<file path="src/rtl/byte_packer.sv">
// Packs RATIO consecutive DATA_W-bit beats into one little-endian word.
// A last-marked beat closes a partial word early, with zero-filled lanes and keep flags.
module byte_packer #(
  parameter int DATA_W = 8,
  parameter int RATIO  = 4
) (
  input  logic                     clk,
  input  logic                     rstn,
  input  logic [DATA_W-1:0]        data_i,
  input  logic                     valid_i,
  input  logic                     last_i,
  output logic                     ready_o,
  output logic [DATA_W*RATIO-1:0]  data_o,
  output logic [RATIO-1:0]         keep_o,
  output logic                     last_o,
  output logic                     valid_o,
  input  logic                     ready_i
);

  localparam int WORD_W = DATA_W * RATIO;
  localparam int CNT_W  = $clog2(RATIO);
  localparam logic [CNT_W-1:0] LAST_SLOT = CNT_W'(RATIO - 1);

  logic [CNT_W-1:0]  cnt_q, cnt_d;
  logic [WORD_W-1:0] acc_q, acc_d;
  logic [RATIO-1:0]  keepAcc_q, keepAcc_d;
  logic [WORD_W-1:0] data_q, data_d;
  logic [RATIO-1:0]  keep_q, keep_d;
  logic              last_q, last_d;
  logic              valid_q, valid_d;

  logic              inXfer, outXfer, complete;
  logic [WORD_W-1:0] mergedData;
  logic [RATIO-1:0]  mergedKeep;

  // A held word that is not being drained blocks input, even mid-accumulation.
  assign ready_o  = !valid_q || ready_i;
  assign inXfer   = valid_i && ready_o;
  assign outXfer  = valid_q && ready_i;
  assign complete = inXfer && ((cnt_q == LAST_SLOT) || last_i);

  always_comb begin
    mergedData = acc_q;
    mergedKeep = keepAcc_q;
    for (int n = 0; n < RATIO; n++) begin
      if (cnt_q == CNT_W'(n)) begin
        mergedData[n*DATA_W +: DATA_W] = data_i;
        mergedKeep[n]                  = 1'b1;
      end
    end
  end

  always_comb begin
    cnt_d     = cnt_q;
    acc_d     = acc_q;
    keepAcc_d = keepAcc_q;
    data_d    = data_q;
    keep_d    = keep_q;
    last_d    = last_q;
    valid_d   = valid_q;
    if (complete) begin
      data_d    = mergedData;
      keep_d    = mergedKeep;
      last_d    = last_i;
      valid_d   = 1'b1;
      cnt_d     = '0;
      acc_d     = '0;
      keepAcc_d = '0;
    end else begin
      if (inXfer) begin
        acc_d     = mergedData;
        keepAcc_d = mergedKeep;
        cnt_d     = cnt_q + CNT_W'(1);
      end
      if (outXfer) begin
        valid_d = 1'b0;
      end
    end
  end

  always_ff @(posedge clk or negedge rstn) begin
    if (!rstn) begin
      cnt_q     <= '0;
      acc_q     <= '0;
      keepAcc_q <= '0;
      data_q    <= '0;
      keep_q    <= '0;
      last_q    <= 1'b0;
      valid_q   <= 1'b0;
    end else begin
      cnt_q     <= cnt_d;
      acc_q     <= acc_d;
      keepAcc_q <= keepAcc_d;
      data_q    <= data_d;
      keep_q    <= keep_d;
      last_q    <= last_d;
      valid_q   <= valid_d;
    end
  end

  assign data_o  = data_q;
  assign keep_o  = keep_q;
  assign last_o  = last_q;
  assign valid_o = valid_q;

endmodule

</file>
<file path="config.mk">
export PLATFORM = sky130hd
export DESIGN_NAME = byte_packer
export DESIGN_NICKNAME = d
export VERILOG_FILES = /design/src/rtl/byte_packer.sv
export SDC_FILE = /design/constraint.sdc
export NUM_CORES = 1
export LEC_CHECK = 0
export CAP_MARGIN = 20
export CELL_PAD_IN_SITES_DETAIL_PLACEMENT = 0
export CELL_PAD_IN_SITES_GLOBAL_PLACEMENT = 1
export CORE_ASPECT_RATIO = 0.9
export CORE_MARGIN = 8
export CORE_UTILIZATION = 42
export DETAILED_ROUTE_END_ITERATION = 10
export PLACE_DENSITY = 0.82
export SLEW_MARGIN = 20
export SYNTH_ARGS = -nofsm -noshare
export SYNTH_HDL_FRONTEND = slang
export SYNTH_SLANG_ARGS = --single-unit
</file>
<file path="constraint.sdc">
create_clock -name clk -period 4.7 [get_ports clk]
set_clock_uncertainty 0.15 [all_clocks]
set_input_delay 0.94 -clock clk [delete_from_list [all_inputs] [get_ports clk]]
set_output_delay 0.94 -clock clk [all_outputs]
set_load 0.005 [all_outputs]
</file>
== After elaboration in Yosys (flattened, before gate mapping) ==
Index checks and enable logic that the tools add are counted.

* Flip-flop bits (word level): 76
* Memory bits (read-only): 0
* Latch bits: 0
* Memories kept: 0
* Bits in writable memories: 0
* Output and inout bits: 39
* Input port bits: 13
* Word-level logic and storage cells: 36

* Shift operators: 0
* Reduce and logical (&&, ||, !) cells: 9
* Order comparisons: 0
* Divide/modulo/power cells: 0
* Multiplexer cells: 16
* $mul: 0
* Bitwise logic cells: 0
* Equal/unequal tests: 3
* Add/subtract/negate cells: 1

{| class="wikitable"
|+ Operators by type and width
! operator !! count
|-
| $mux W32 || 2
|-
| $mux W8 || 4
|-
| $mux W4 || 2
|-
| $mux W1 || 6
|-
| $eq A2 B2 Y1 const B || 2
|-
| $mux W2 || 2
|-
| $reduce_bool A2 Y1 || 2
|-
| $logic_and A1 B1 Y1 || 3
|-
| $add A2 B1 Y2 const B || 1
|-
| $eq A2 B1 Y1 const B || 1
|-
| $logic_not A2 Y1 || 1
|-
| $logic_or A1 B1 Y1 || 2
|-
| $logic_not A1 Y1 || 1
|}

== Depth between registers and ports, before layout ==
* Word-level depth: 5
* Mapped depth: 7

== Worst setup path before layout ==
Ideal clock, no wire load.

* Kind: in2out
* Start point: input ready_i
* End point: output ready_o
* Setup slack: 2.121 ns
* Stages on the path: 3
* Arrival time: 1.489 ns
* Path buffers: 2
* Cells stage by stage: nand2b_1 > buf_4 > buf_2

* Cells in the longest elaborated chain, start to end: 1

{| class="wikitable"
|+ Ends and longest elaborated chain
! what !! line !! text
|-
| start, declared || 17 || <nowiki>input logic ready_i</nowiki>
|-
| $logic_or A1 B1 Y1 || 37 || <nowiki>assign ready_o = !valid_q || ready_i;</nowiki>
|-
| end, declared || 12 || <nowiki>output logic ready_o,</nowiki>
|}

No other way between the ends.

== Worst setup path after layout ==
Same ends and word-level chain as after synthesis.

==> results.cfg <==
[hold_path]
hold_path_end = acc_q[24]
hold_start = acc_q[24]
hold_class = reg2reg
min_path_cells = 1

[drt]
vias = 2359
via_per_inst = 5.64
drt.antenna.violating_nets = 0
totalWireLength_um = 7890
drtIter0Drc = 123
drc = 0
wire_per_inst_um = 18.9
drtPass1Iterations = 4

[critical_path]
worst_r2r_startpoint = cnt_q[1]
start_kind = primary input
critPathMaxFanout = 2
cp.arrival_ns = 2.01
critPathRequiredTime_ns = 3.61
rrSetupSlack_ns = 2.25
path_common_cell = clkdlybuf4s50_1
crit_type = in2out
crit_chain = clkdlybuf4s50_1 > nand2b_2 > clkdlybuf4s50_1
max_stage_delay_ns = 0.50
r2r_end = data_o[29]
cp_slowest_cell = clkdlybuf4s50_1
critPathCaptureType = output port
reg2reg_depth = 5

[sta]
maxSlewViolCount = 0
tightest_slew_ns = 0.956
whs_ns = 0.340
fin_setup_tns_ns = 0
rsz0062_at_grt = no
hold_viol = 0
min_period_ns = 3.10
period_share_pct = 65.9
finalSetupViolCount = 0
relSlewSlack_pct = 36.3
fmax_mhz = 323

[grt]
antenna_found_initial = 0
met2_usage_pct = 22.4
overflow = 0
grt_max_degree = 77
grt_pass1_wl_um = 12900
grt_pass1_vias = 2399
use_met3_pct = 4.94
grt_util_met1_pct = 18.6
track_usage_pct = 14.4
grt_busiest_layer = met2

[pwr]
seqPwrFrac_pct = 42.4
power_density_nw_per_um2 = 494
max-vdd-ir-drop_v = 0.000247
pwr-share-comb_pct = 28.4
power.internal_mw = 1.47
p_sw_mw = 0.572
p_sw_share_pct = 28.0
clkPwrFrac_pct = 29.2
leakagePower_nw = 1.75

[floorplan]
ios = 52
start_util_pct = 42.6
die_area_um2 = 11200
die_h_um = 101
core_um2 = 7910
fp.dieW_um = 110
rows = 31

[clock_tree]
post_cts_resized = 0
clock_path_buffers = 2
clk_latency_ns = 0.34
holdBufCountCts = 0
cts_root_buf = clkbuf_8
cts_tree = built
cts_made_buffers = 9
cts_htree_levels = 3
cts.sinks = 76
clk_pin_slew_worst_paths_ns = 0.07
postCtsSetupBuffers = 0

[yosys]
ys_seq_elements = 76
syn_nets = 292
ys_top_cells_by_area = dfrtp_1 56%, mux2i_1 9.8%, a31oi_1 7.0%, a22o_1 6.5%, a21oi_2 5.2%
syn-instance-count = 275
synth_area_um2 = 3370
ys_types = 25
synth_top_area_share_pct = 56.4
ys_seq_area_share_pct = 56.4
synth_warnings = 0
synth_largest_area_cell = dfrtp_1
syn_area_per_cell_um2 = 12.3

[final_layout]
fillerInstances = 712
antenna_cells = 0
final-seq-area_um2 = 1900
multi_input_area_um2 = 1320
nNetsFinal = 332
final_design_area_no_fill_um2 = 4130
synthToLayoutAreaGrowth_pct = 22.5
drive_above_1_share_pct = 14.4

[flow_run]
cap_violations = 0

[status]
status = complete, no violations

[place]
portBuffers = 51
post-dp-hpwl_um = 5020
dpl-instance-area_um2 = 3890
place.gp.congestion = 0.724
-- worst max-delay path: cells and delay by family --
kind,cells,cell delay [ns]
buf+inv,2,0.95
simple gates,1,0.12
-- power by group through the flow --
stage | registers, mW | logic, mW | clock network [mW]
floorplan | 0.876 | 0.307 | 0
finish | 0.865 | 0.580 | 0.595
global placement | 0.876 | 0.582 | 0
detailed placement | 0.879 | 0.590 | 0
global route | 0.883 | 0.637 | 0.632
CTS | 0.867 | 0.592 | 0.609
-- how the worst max path moves through the flow --
stage,start,to,slack [ns],depth (start not counted)
after global routing,ready_i,ready_o,1.57,3
after global placement,ready_i,ready_o,1.58,3
after detailed placement,ready_i,data_o[26],1.58,5
after CTS,ready_i,ready_o,1.58,3
final,ready_i,ready_o,1.60,3
after floorplan,ready_i,ready_o,2.12,3
-- placed cells by master (no fill, tap or decap) --
cell type,n
a21oi_2,20
dfrtp_1,76
a31oi_1,38
and3_4,1
mux2i_1,33
nand3_1,2
nand2_1,1
or2_1,1
o211ai_2,3
inv_1,2
buf_4,6
o21ai_0,1
and4_1,3
clkbuf_8,10
clkinv_2,2
nand2b_2,1
nor2_1,8
nor3b_1,1
bufinv_16,3
a211oi_1,1
ha_1,4
a22o_1,25
nand4_1,1
a21oi_1,16
and2_1,10
clkdlybuf4s50_1,50
-- final cells by class --
| type | instances | area share (%) |
|---|---|---|
| Clock buffer | 10 | 3.33 |
| Clock inverter | 5 | 2.42 |
| Inverter | 2 | 0.182 |
| Multi-Input combinational cell | 170 | 31.8 |
| Sequential cell | 76 | 46.0 |
| Tap cell | 99 | 3.00 |
| Timing Repair Buffer | 56 | 13.2 |
-- cell usage after synthesis, drive strengths merged --
library cell and instances:
nand2b 1, inv 2, ha 4, clkbuf 8
a211oi 1, and3 1, and4 3, nor3b 1
a22o 25, or2 1, and2 10, buf 19
dfrtp 76, o211ai 3, a21oi 36, o21ai 1
nand3 2, a31oi 38, mux2i 33, nor2 8
nand4 1, nand2 1
-- state kept, by name, summed over array words and instances, names as in the netlist --
register and count:
data_o 32, keep_o 4, keepAcc_q 4, last_o 1, cnt_q 2, valid_o 1
acc_q 32
-- layer usage --
metal	part of all wire, %	up-vias
met5	0	-
met1	47	1169
met2	45	72
li1	-	1110
met3	7.1	8
met4	0.96	0
-- logic make-up (layout without fill, tap and decap cells) --
kind of cell / count (synthesis) / count (layout) / synth area share [%]
AND/OR/NAND/NOR: 29 / 29 / 5.05
AO/OA/AOI/OAI: 104 / 104 / 22.6
multiplexers: 33 / 33 / 9.79
adder cells (fa/ha/maj): 4 / 4 / 1.48
flip-flops: 76 / 76 / 56.4
buffers and inverters: 29 / 73 / 4.71
-- per-stage QoR --
step                      util, %  total power, mW  cells  worst slack [ns]
after floorplan                 -             1.18    275              2.12
after global placement       49.2             1.46    403              1.58
after detailed placement     49.2             1.47    403              1.58
after CTS                    52.2             2.07    418              1.58
after global routing         52.2             2.15    418              1.57
final                        52.2             2.04    418              1.60
Note: power is estimated with default switching activity, not from simulation.
